`src/rtl/cache_arbiter.sv`:
```
`default_nettype none
// ============================================================================
//  Module   : cache_arbiter
//  Purpose  : Arbitrates an instruction-cache port and a data-cache port onto
//             a single memory request/response channel. At most one memory
//             transaction is outstanding; its owner receives a one-cycle
//             completion pulse and the returned read word.
//
//  Ports    : clk, reset            - single clock, synchronous active-high reset
//             inst_cache_*          - instruction-cache read request / result
//             data_cache_*          - data-cache read/write request / result
//             mem_req/wr/addr/...   - memory-side request (held until addr_ok)
//             mem_addr_ok/data_ok   - memory-side accept / completion strobes
//             mem_rdata             - memory-side read data
//
//  Revision : 1.0 - initial release
// ============================================================================
module cache_arbiter #(
    parameter int DATA_FIRST = 1
) (
    input  logic        clk,
    input  logic        reset,

    input  logic        inst_cache_req,
    input  logic [31:0] inst_cache_addr,
    output logic [31:0] inst_cache_rdata,
    output logic        inst_cache_dok,

    input  logic        data_cache_req,
    input  logic        data_cache_wr,
    input  logic [31:0] data_cache_addr,
    input  logic [31:0] data_cache_wdata,
    input  logic [3:0]  data_cache_wstrb,
    output logic [31:0] data_cache_rdata,
    output logic        data_cache_dok,

    output logic        mem_req,
    output logic        mem_wr,
    output logic [31:0] mem_addr,
    output logic [31:0] mem_wdata,
    output logic [3:0]  mem_wstrb,
    input  logic        mem_addr_ok,
    input  logic        mem_data_ok,
    input  logic [31:0] mem_rdata
);

    localparam logic [1:0] S_IDLE = 2'd0;
    localparam logic [1:0] S_ADDR = 2'd1;
    localparam logic [1:0] S_DATA = 2'd2;
    localparam logic [1:0] S_DONE = 2'd3;

    logic [1:0]  r_state;
    logic        r_owner_data;   // 1: data port owns the transaction
    logic        r_wr;
    logic [31:0] r_addr;
    logic [31:0] r_wdata;
    logic [3:0]  r_wstrb;
    logic [31:0] r_rbuf;         // shared read buffer shown on both rdata ports

    logic [1:0]  w_state;
    logic        w_owner_data;
    logic        w_wr;
    logic [31:0] w_addr;
    logic [31:0] w_wdata;
    logic [3:0]  w_wstrb;
    logic [31:0] w_rbuf;
    logic        w_grant_data;

    // Data port wins when it is the only requester or when it has priority.
    assign w_grant_data = data_cache_req && ((DATA_FIRST != 0) || !inst_cache_req);

    always_comb begin
        w_state      = r_state;
        w_owner_data = r_owner_data;
        w_wr         = r_wr;
        w_addr       = r_addr;
        w_wdata      = r_wdata;
        w_wstrb      = r_wstrb;
        w_rbuf       = r_rbuf;
        case (r_state)
            S_IDLE: begin
                if (inst_cache_req || data_cache_req) begin
                    w_owner_data = w_grant_data;
                    if (w_grant_data) begin
                        w_wr    = data_cache_wr;
                        w_addr  = data_cache_addr;
                        w_wdata = data_cache_wdata;
                        w_wstrb = data_cache_wstrb;
                    end else begin
                        // Instruction fetches are plain reads.
                        w_wr    = 1'b0;
                        w_addr  = inst_cache_addr;
                        w_wdata = 32'd0;
                        w_wstrb = 4'd0;
                    end
                    w_state = S_ADDR;
                end
            end
            S_ADDR: begin
                if (mem_addr_ok) begin
                    w_state = S_DATA;
                end
            end
            S_DATA: begin
                if (mem_data_ok) begin
                    if (!r_wr) begin
                        w_rbuf = mem_rdata;
                    end
                    w_state = S_DONE;
                end
            end
            // Requests are deliberately not sampled here so a requester that
            // drops req on seeing dok is never granted a second time.
            S_DONE:  w_state = S_IDLE;
            default: w_state = S_IDLE;
        endcase
    end

    always_ff @(posedge clk) begin
        if (reset) begin
            r_state      <= S_IDLE;
            r_owner_data <= 1'b0;
            r_wr         <= 1'b0;
            r_addr       <= 32'd0;
            r_wdata      <= 32'd0;
            r_wstrb      <= 4'd0;
            r_rbuf       <= 32'd0;
        end else begin
            r_state      <= w_state;
            r_owner_data <= w_owner_data;
            r_wr         <= w_wr;
            r_addr       <= w_addr;
            r_wdata      <= w_wdata;
            r_wstrb      <= w_wstrb;
            r_rbuf       <= w_rbuf;
        end
    end

    // Every output is a register or a decode of the state register only.
    assign mem_req          = (r_state == S_ADDR);
    assign mem_wr           = r_wr;
    assign mem_addr         = r_addr;
    assign mem_wdata        = r_wdata;
    assign mem_wstrb        = r_wstrb;
    assign inst_cache_dok   = (r_state == S_DONE) && !r_owner_data;
    assign data_cache_dok   = (r_state == S_DONE) &&  r_owner_data;
    assign inst_cache_rdata = r_rbuf;
    assign data_cache_rdata = r_rbuf;

endmodule
`default_nettype wire

```
`config.mk`:
```
export PLATFORM = sky130hd
export DESIGN_NAME = cache_arbiter
export DESIGN_NICKNAME = d
export VERILOG_FILES = /design/src/rtl/cache_arbiter.sv
export SDC_FILE = /design/constraint.sdc
export NUM_CORES = 1
export LEC_CHECK = 0
export BUFFER_PORTS_ARGS = -buffer_cell sky130_fd_sc_hd__buf_2
export CORE_MARGIN = 2
export CORE_UTILIZATION = 40
export CTS_CLUSTER_SIZE = 30
export DETAILED_ROUTE_END_ITERATION = 8
export GPL_TIMING_DRIVEN = 0
export PLACE_DENSITY = 0.75
export SETUP_SLACK_MARGIN = 0.05
export SYNTH_ARGS = -nofsm -noshare
export SYNTH_HDL_FRONTEND = slang
export SYNTH_SLANG_ARGS = --single-unit
export TNS_END_PERCENT = 10
```
`constraint.sdc`:
```
create_clock -name clk -period 2.7 [get_ports clk]
set_input_delay 0.135 -clock clk [delete_from_list [all_inputs] [get_ports clk]]
set_output_delay 0.135 -clock clk [all_outputs]
set_load 0.03 [all_outputs]
```
# After elaboration in Yosys (flattened, before gate mapping)
# Index checks and enable logic that the tools add are counted.
[classes] n_addsub=0 n_mul=0 div=0 n_lt_le_gt_ge=0 n_eq_ne=6 shifts=0 mux=8 bitwise_logic=1 reduce_logical=8
[ops] cell="$mux 32" count=2
[ops] cell="$pmux 2 s4" count=1
[ops] cell="$mux 2" count=3
[ops] cell="$reduce_and 3->1" count=2
[ops] cell="$eq 2x2->1 const B" count=2
[ops] cell="$mux 4" count=1
[ops] cell="$ne 2x2->1 const B" count=2
[ops] cell="$eq 2x1->1 const B" count=1
[ops] cell="$logic_and 1x1->1" count=2
[ops] cell="$logic_not 2->1" count=1
[ops] cell="$ne 2x1->1 const B" count=1
[ops] cell="$reduce_and 2->1" count=1
[ops] cell="$logic_not 1->1" count=1
[ops] cell="$logic_or 1x1->1" count=1
[ops] cell="$mux 1" count=1
[ops] cell="$not 1->1" count=1
[totals] ff_bits=104 latch_bits=0 ramBits=0 rom_bits=0 out_inout_bits=136 elab_cells=30 mem_count=0

# Depth between registers and ports, before layout
# Gate-level depths: netlist (run 1).
[logic_depth] word_depth=3 depth_mapped=7 ltp_nobuf=5

# Worst setup path after synthesis (run 1)
# Ideal clock, no wire load.
[synth_timing] path_type="reg-to-reg" startpoint="register r_state[1]" endpoint="register r_state[0]" setup_ps=115 arrival_ps=1356 slack_ps=1229 path_stages_with_launch=6 path_buffers=0 period_less_slack_ps=1471 path_cell_list="dfxtp_1 inv_1 ha_1 nor2b_1 o31a_1 o21a_1"
[synth_between] elab_chain_cells=3 word_cells_on_any_way=9 cone_classes="6 x eq/ne; 1 x mux; 2 x reduce/logical"
[synth_rtl] element="from (decl)" line_no="52" rtl="logic [1:0] r_state;"
[synth_rtl] element="from (signal assigned)" line_no="129" rtl="r_state <= w_state;"
[synth_rtl] element="$eq 2x1->1 *"
[synth_rtl] element="via mem_req" line_no="37" rtl="output logic mem_req,"
[synth_rtl] element="$ne 2x1->1 (no line)"
[synth_rtl] element="$reduce_and 3->1 (no line)"
# The timed path passes the listed nets; every way through them passes the cells marked *.
# A chain may end at the register's enable or synchronous reset.

# Worst setup path in the final report (run 1)
[layout_timing] startpoint="register r_state[0]" endpoint="register r_rbuf[7], in the netlist data_cache_rdata[7]"
[layout_between] elab_chain_cells=2
[layout_rtl] element="$eq 2x2->1" line_no="80" rtl="case (r_state)"
[layout_rtl] element="$reduce_and 3->1 (no line)"
[layout_rtl] element="to (signal assigned)" line_no="135" rtl="r_rbuf <= w_rbuf;"
[layout_rtl] element="to (decl)" line_no="58" rtl="logic [31:0] r_rbuf;"
# No other way between the ends.

==> flow_summary.json, run 1 <==
{
  "route.met2.wl_um": 6350,
  "fin_setup_tns_ns": 0,
  "synth_edf_count": 0,
  "fmax_ghz": 0.616,
  "grtUsageTotal": 0.198,
  "holdBufCountCts": 0,
  "ys_seq_area_frac": 0.462,
  "num_rows": 38,
  "layout_commonest_cell": "buf_2",
  "synthToLayoutAreaGrowth_pct": 41.6,
  "wl_per_cell_um": 13.5,
  "dp_hpwl_um": 9800,
  "maxCapViolCount": 0,
  "path_max_fanout": 10,
  "dr.pass1.iters": 4,
  "cp-start-kind": "register",
  "layout.cells.most_common_list": "283 x buf_2, 104 x dfxtp_1, 103 x nand2_1, 70 x a21oi_1, 39 x buf_4",
  "numPortBuffers": 272,
  "synth_fp_nets": 651,
  "final_area_sq_um": 6380,
  "fin_util": 0.584,
  "timing.final.ws_setup_ns": 1.08,
  "fin_crit_sh": 0.602,
  "cts_root_buf": "clkbuf_16",
  "io_pins": 275,
  "cts_tree": "done",
  "wl_met3_um": 1090,
  "worstSetupPathType": "reg2reg",
  "netlist_top_cells_area": "dfxtp_1 46%, a211oi_2 8.9%, nand2_1 8.6%, a21oi_1 7.8%, mux2i_1 7.1%",
  "core_sq_um": 10900,
  "clkLatencyLatePin_ns": 0.34,
  "dp_slack_ns": 1.07,
  "nFillCells": 1066,
  "n_antenna_cell": 0,
  "start_util": 0.412,
  "dieArea_sq_um": 12100,
  "route.detailed.drc": 0,
  "multiInputGateArea_sq_um": 1940,
  "place.gp.congestion": 0.765,
  "crit_arrival_ns": 1.89,
  "status": "finished clean",
  "postSynthCellCount": 507,
  "endpoint_kind": "register",
  "routed-via-count": 4415,
  "grt_pass1_vias": 4002,
  "grt-ovfl-total": 0,
  "synth_top_flop_cell": "dfxtp_1",
  "clockBufferDepth": 2,
  "grt_max_degree": 20,
  "slew_headroom": 0.537,
  "p_leak_uw": 0.00319,
  "vias_per_cell": 4.72,
  "ir_drop_uv": 414,
  "met1_length_um": 5030,
  "synth_top_area_cell": "dfxtp_1",
  "initialDrtViolationCount": 200,
  "synth-async-reset-ratio": 0,
  "ys_types": 24,
  "grt_pass1_wl_um": 18800,
  "setup_viol": 0,
  "post_cts_buffers": 0,
  "hold_viol": 0,
  "hp-class": "in2reg",
  "ant_nets": 0,
  "ys_warn_count": 0,
  "die_w_um": 110,
  "fin_crit_ns": 1.62,
  "top_layer": "met4",
  "tightest_slew_ns": 0.695,
  "layout-drive-gt1-share": 0.473,
  "powerDensity_nw_per_um2": 994,
  "syn_avg_cell_area_sq_um": 8.89,
  "cts_max_level": 3,
  "cts.sinks": 104,
  "synth_top_area_frac": 0.462,
  "whs_ns": 0.0194,
  "antenna_found_initial": 0,
  "wirelength_um": 12600,
  "cts_inserted_buffers": 9,
  "required_ns": 2.97,
  "clkTransAtPathRegs_ns": 0.08,
  "placed_area_sq_um": 6040,
  "ff_latch_area_sq_um": 2080,
  "netlist_area_sq_um": 4510,
  "drv_slew": 0,
  "post_cts_resized": 0,
  "ys_ff_latch": 104,
  "final_nets": 934,
  "fin_skew_ns": 0.00881,
  "fp.dieH_um": 110,
  "rsz0062_at_grt": "no"
}
worst paths after layout:
check,depth (start not counted),slack [ns],startpoint,end
setup / recovery,6,1.08,r_state[0],data_cache_rdata[7]
hold / removal,3,0.02,mem_rdata[21],data_cache_rdata[21]
setup reg to reg,6,1.08,r_state[0],data_cache_rdata[7]
hold reg to reg,2,0.45,mem_wdata[1],mem_wdata[1]
per-layer routing:
metal / GRT usage / up-vias
li1: - / 2250
met3: 0.0623 / 11
met5: 0 / -
met4: 0.0554 / 0
met2: 0.355 / 173
met1: 0.226 / 1981
through the flow:
step	std cells	total power (uW)
after floorplan	507	4160
after global placement	919	4900
after detailed placement	919	4940
after CTS	935	6400
after global routing	935	6730
final	935	6340
logic make-up (layout without fill, tap and decap cells):
| family | after synthesis | in the layout | share of synthesized area |
|---|---|---|---|
| and+or+nand+nor | 182 | 182 | 0.170 |
| AOI/OAI and AO/OA | 108 | 108 | 0.177 |
| DFF | 104 | 104 | 0.462 |
| buffers and inverters | 76 | 364 | 0.107 |
| muxes | 32 | 32 | 0.0711 |
| adders and majority gates | 5 | 5 | 0.0139 |
cell usage after synthesis (5+ instances only):
library cell,number
mux2i_1,32
buf_6,5
a211oi_2,32
nand2_1,103
nor2_1,33
ha_1,5
buf_2,11
dfxtp_1,104
a21oi_1,70
clkbuf_1,15
buf_4,39
nand3_1,37
worst max-delay path, stage by stage (launching register included):
cell      delay, ns
dfxtp_1        0.39
inv_1          0.10
ha_1           0.24
nand3b_1       0.19
clkbuf_1       0.38
nand2_1        0.10
a21oi_1        0.16
power breakdown:
part | total [uW] | switching (uW) | internal [uW]
sequential | 2060 | 182 | 1880
clock | 1460 | 624 | 835
combinational | 2820 | 1860 | 965
area by class of cell:
class,count,area share
Buffer,73,0.0739
Clock buffer,9,0.0353
Clock inverter,7,0.0178
Inverter,3,0.00176
Multi-Input combinational cell,327,0.304
Sequential cell,104,0.326
Tap cell,140,0.0274
Timing Repair Buffer,272,0.213
flip-flops by register name, summed over array words and instances, names as in the netlist:
| signal | flops |
|---|---|
| data_cache_rdata | 32 |
| mem_addr | 32 |
| mem_wdata | 32 |
| mem_wr | 1 |
| mem_wstrb | 4 |
| r_owner_data | 1 |
| r_state | 2 |
(Power assumes the default switching activity.)
==> run 2, diff against run 1 <==
Clock period 2.7 ns to 1.68 ns, I/O delays scaled along.
==> run 2 against run 1 <==
Against the previous run:
- die area did not move
- clock-buffer cell count unchanged
- global-route usage grew 1.1 points
- final cell count up 4.2%
- sequential share of layout area decreased by 2.0 points
- non-clock buffer count rose by 39
- fmax is 7.3% higher
- total power is 63% higher
- wire length grew 5.4%
- flip-flop and latch count stayed put
- combinational power increased by 66%
- design area increased by 6.5%
- critical endpoint is now mem_addr[2]
==> flow_summary.json, run 2 (synthesis results as in run 1) <==
{
  "status": "finished clean",
  "setup_viol": 0,
  "fin_crit_sh": 0.901,
  "p_sw_uw": 4310,
  "max_stage_delay_ns": 0.34,
  "start_util": 0.412,
  "io_pins": 275,
  "num_rows": 38,
  "hold_viol": 0,
  "grt_pass1_vias": 4232,
  "grt_max_degree": 20,
  "fin_crit_ns": 1.51,
  "cts_max_level": 3,
  "p_leak_uw": 0.00336,
  "cp-start-kind": "register",
  "fin_skew_ns": 0.0102,
  "dp_hpwl_um": 9800,
  "ant_nets": 0,
  "initialDrtViolationCount": 258,
  "antenna_found_initial": 0,
  "power_uw": 10300,
  "cts_root_buf": "clkbuf_16",
  "place.gp.congestion": 0.765,
  "crit_arrival_ns": 1.77,
  "nFillCells": 1006,
  "powerDensity_nw_per_um2": 1520,
  "grt_pass1_wl_um": 19800,
  "p_comb_frac": 0.453,
  "grtUsageTotal": 0.209,
  "fin_setup_tns_ns": 0,
  "drv_slew": 0,
  "routed-via-count": 4583,
  "crit_chain": "inv_1 > ha_2 > o21a_1 > buf_6 > buf_4 > nor2_1 > a211oi_2",
  "multiInputGateArea_sq_um": 1950,
  "ff_latch_area_sq_um": 2080,
  "synthToLayoutAreaGrowth_pct": 50.8,
  "final_nets": 973,
  "vias_per_cell": 4.71,
  "n_antenna_cell": 0,
  "clkTransAtPathRegs_ns": 0.08,
  "clockBufferDepth": 2,
  "fp.dieH_um": 110,
  "cts.sinks": 104,
  "slew_headroom": 0.536,
  "endpoint_kind": "register",
  "required_ns": 1.93,
  "grt-ovfl-total": 0,
  "p_int_uw": 6030,
  "clkLatencyLatePin_ns": 0.34,
  "worstSetupPathType": "reg2reg",
  "route.detailed.drc": 0,
  "path_max_fanout": 10,
  "dr.pass1.iters": 4,
  "layout.cells.most_common_list": "279 x buf_2, 104 x dfxtp_1, 103 x nand2_1, 70 x a21oi_1, 44 x buf_4",
  "numPortBuffers": 272,
  "wirelength_um": 13300,
  "critPathSlowestCell": "dfxtp_1",
  "power_frac_seq": 0.320,
  "core_sq_um": 10900,
  "tightest_slew_ns": 0.697,
  "reg2reg_depth": 7,
  "cts_inserted_buffers": 9,
  "clkPwrFrac": 0.226,
  "hold_depth": 3,
  "die_w_um": 110,
  "cts_tree": "done",
  "wl_per_cell_um": 13.7,
  "hp-class": "in2reg",
  "layout_commonest_cell": "buf_2",
  "dieArea_sq_um": 12100,
  "ir_drop_uv": 666,
  "layout-drive-gt1-share": 0.458,
  "rsz0062_at_grt": "yes",
  "fmax_ghz": 0.661,
  "swShare": 0.417,
  "maxCapViolCount": 0
}
==> run 2: cell count changes in the layout (fill, tap and decap cells not counted) <==
cell | before | now
clkbuf_2 | 0 | 1
buf_2 | 283 | 279
ha_1 | 5 | 4
dlygate4sd3_1 | 0 | 38
buf_4 | 39 | 44
ha_2 | 0 | 1
clkbuf_4 | 0 | 3
clkbuf_1 | 15 | 11
==> run 2: final cells by class <==
class	instances	share of cell area
repair buffers	312	0.258
flip-flops and latches	104	0.306
clock inverters	7	0.0168
clock buffers	9	0.0331
well taps	140	0.0258
multi-input cells	327	0.286
inverters	3	0.00166
plain buffers	72	0.0716
==> run 2: metal layers <==
| layer | wire length [um] | vias up | global-route usage |
|---|---|---|---|
| li1 | - | 2325 | - |
| met1 | 5330 | 2063 | 0.234 |
| met2 | 6720 | 174 | 0.379 |
| met3 | 979 | 21 | 0.0594 |
| met4 | 275 | 0 | 0.0679 |
| met5 | 0 | - | 0 |
==> run 2: repair_timing <==
action / in CTS / in global routing
setup buffers: 0 / 2
hold endpoints to repair: 38 / 0
hold buffers: 38 / 0
endpoints found under the setup margin: 3 / 73
gates resized for setup: 1 / 16
==> run 2: stage by stage <==
stage / utilization / setup slack, ns / instances / area [sq um] / hold WS, ns
after global routing: 0.622 / 0.0436 / 974 / 6800 / 0.00681
after floorplan: - / 0.209 / 507 / 4510 / 0.220
after detailed placement: 0.553 / 0.0540 / 919 / 6040 / 0.330
final: 0.622 / 0.166 / 974 / 6800 / 0.00990
after CTS: 0.619 / 0.0474 / 973 / 6770 / 0.000848
after global placement: 0.553 / 0.0854 / 919 / 6040 / 0.326
==> run 2: worst paths after layout <==
path	start	end	slack (ns)
min reg2reg	mem_wdata[1]	mem_wdata[1]	0.45
min	data_cache_wdata[22]	mem_wdata[22]	0.01
max reg2reg	r_state[0]	mem_addr[2]	0.17
max	r_state[0]	mem_addr[2]	0.17
==> run 2: worst max-delay path: cells and delay by family, from the launching register on <==
family | cells | cell delay, ns
simple gates | 1 | 0.07
compound gates | 2 | 0.34
flops | 1 | 0.34
buf+inv | 3 | 0.44
fa+ha+maj | 1 | 0.24
==> run 2: power by group through the flow <==
stage	combinational (uW)	sequential, uW	clock (uW)
after floorplan	2300	4380	0
after global placement	4530	3350	0
after detailed placement	4580	3360	0
after CTS	4650	3310	2390
after global routing	5100	3380	2490
final	4690	3320	2340
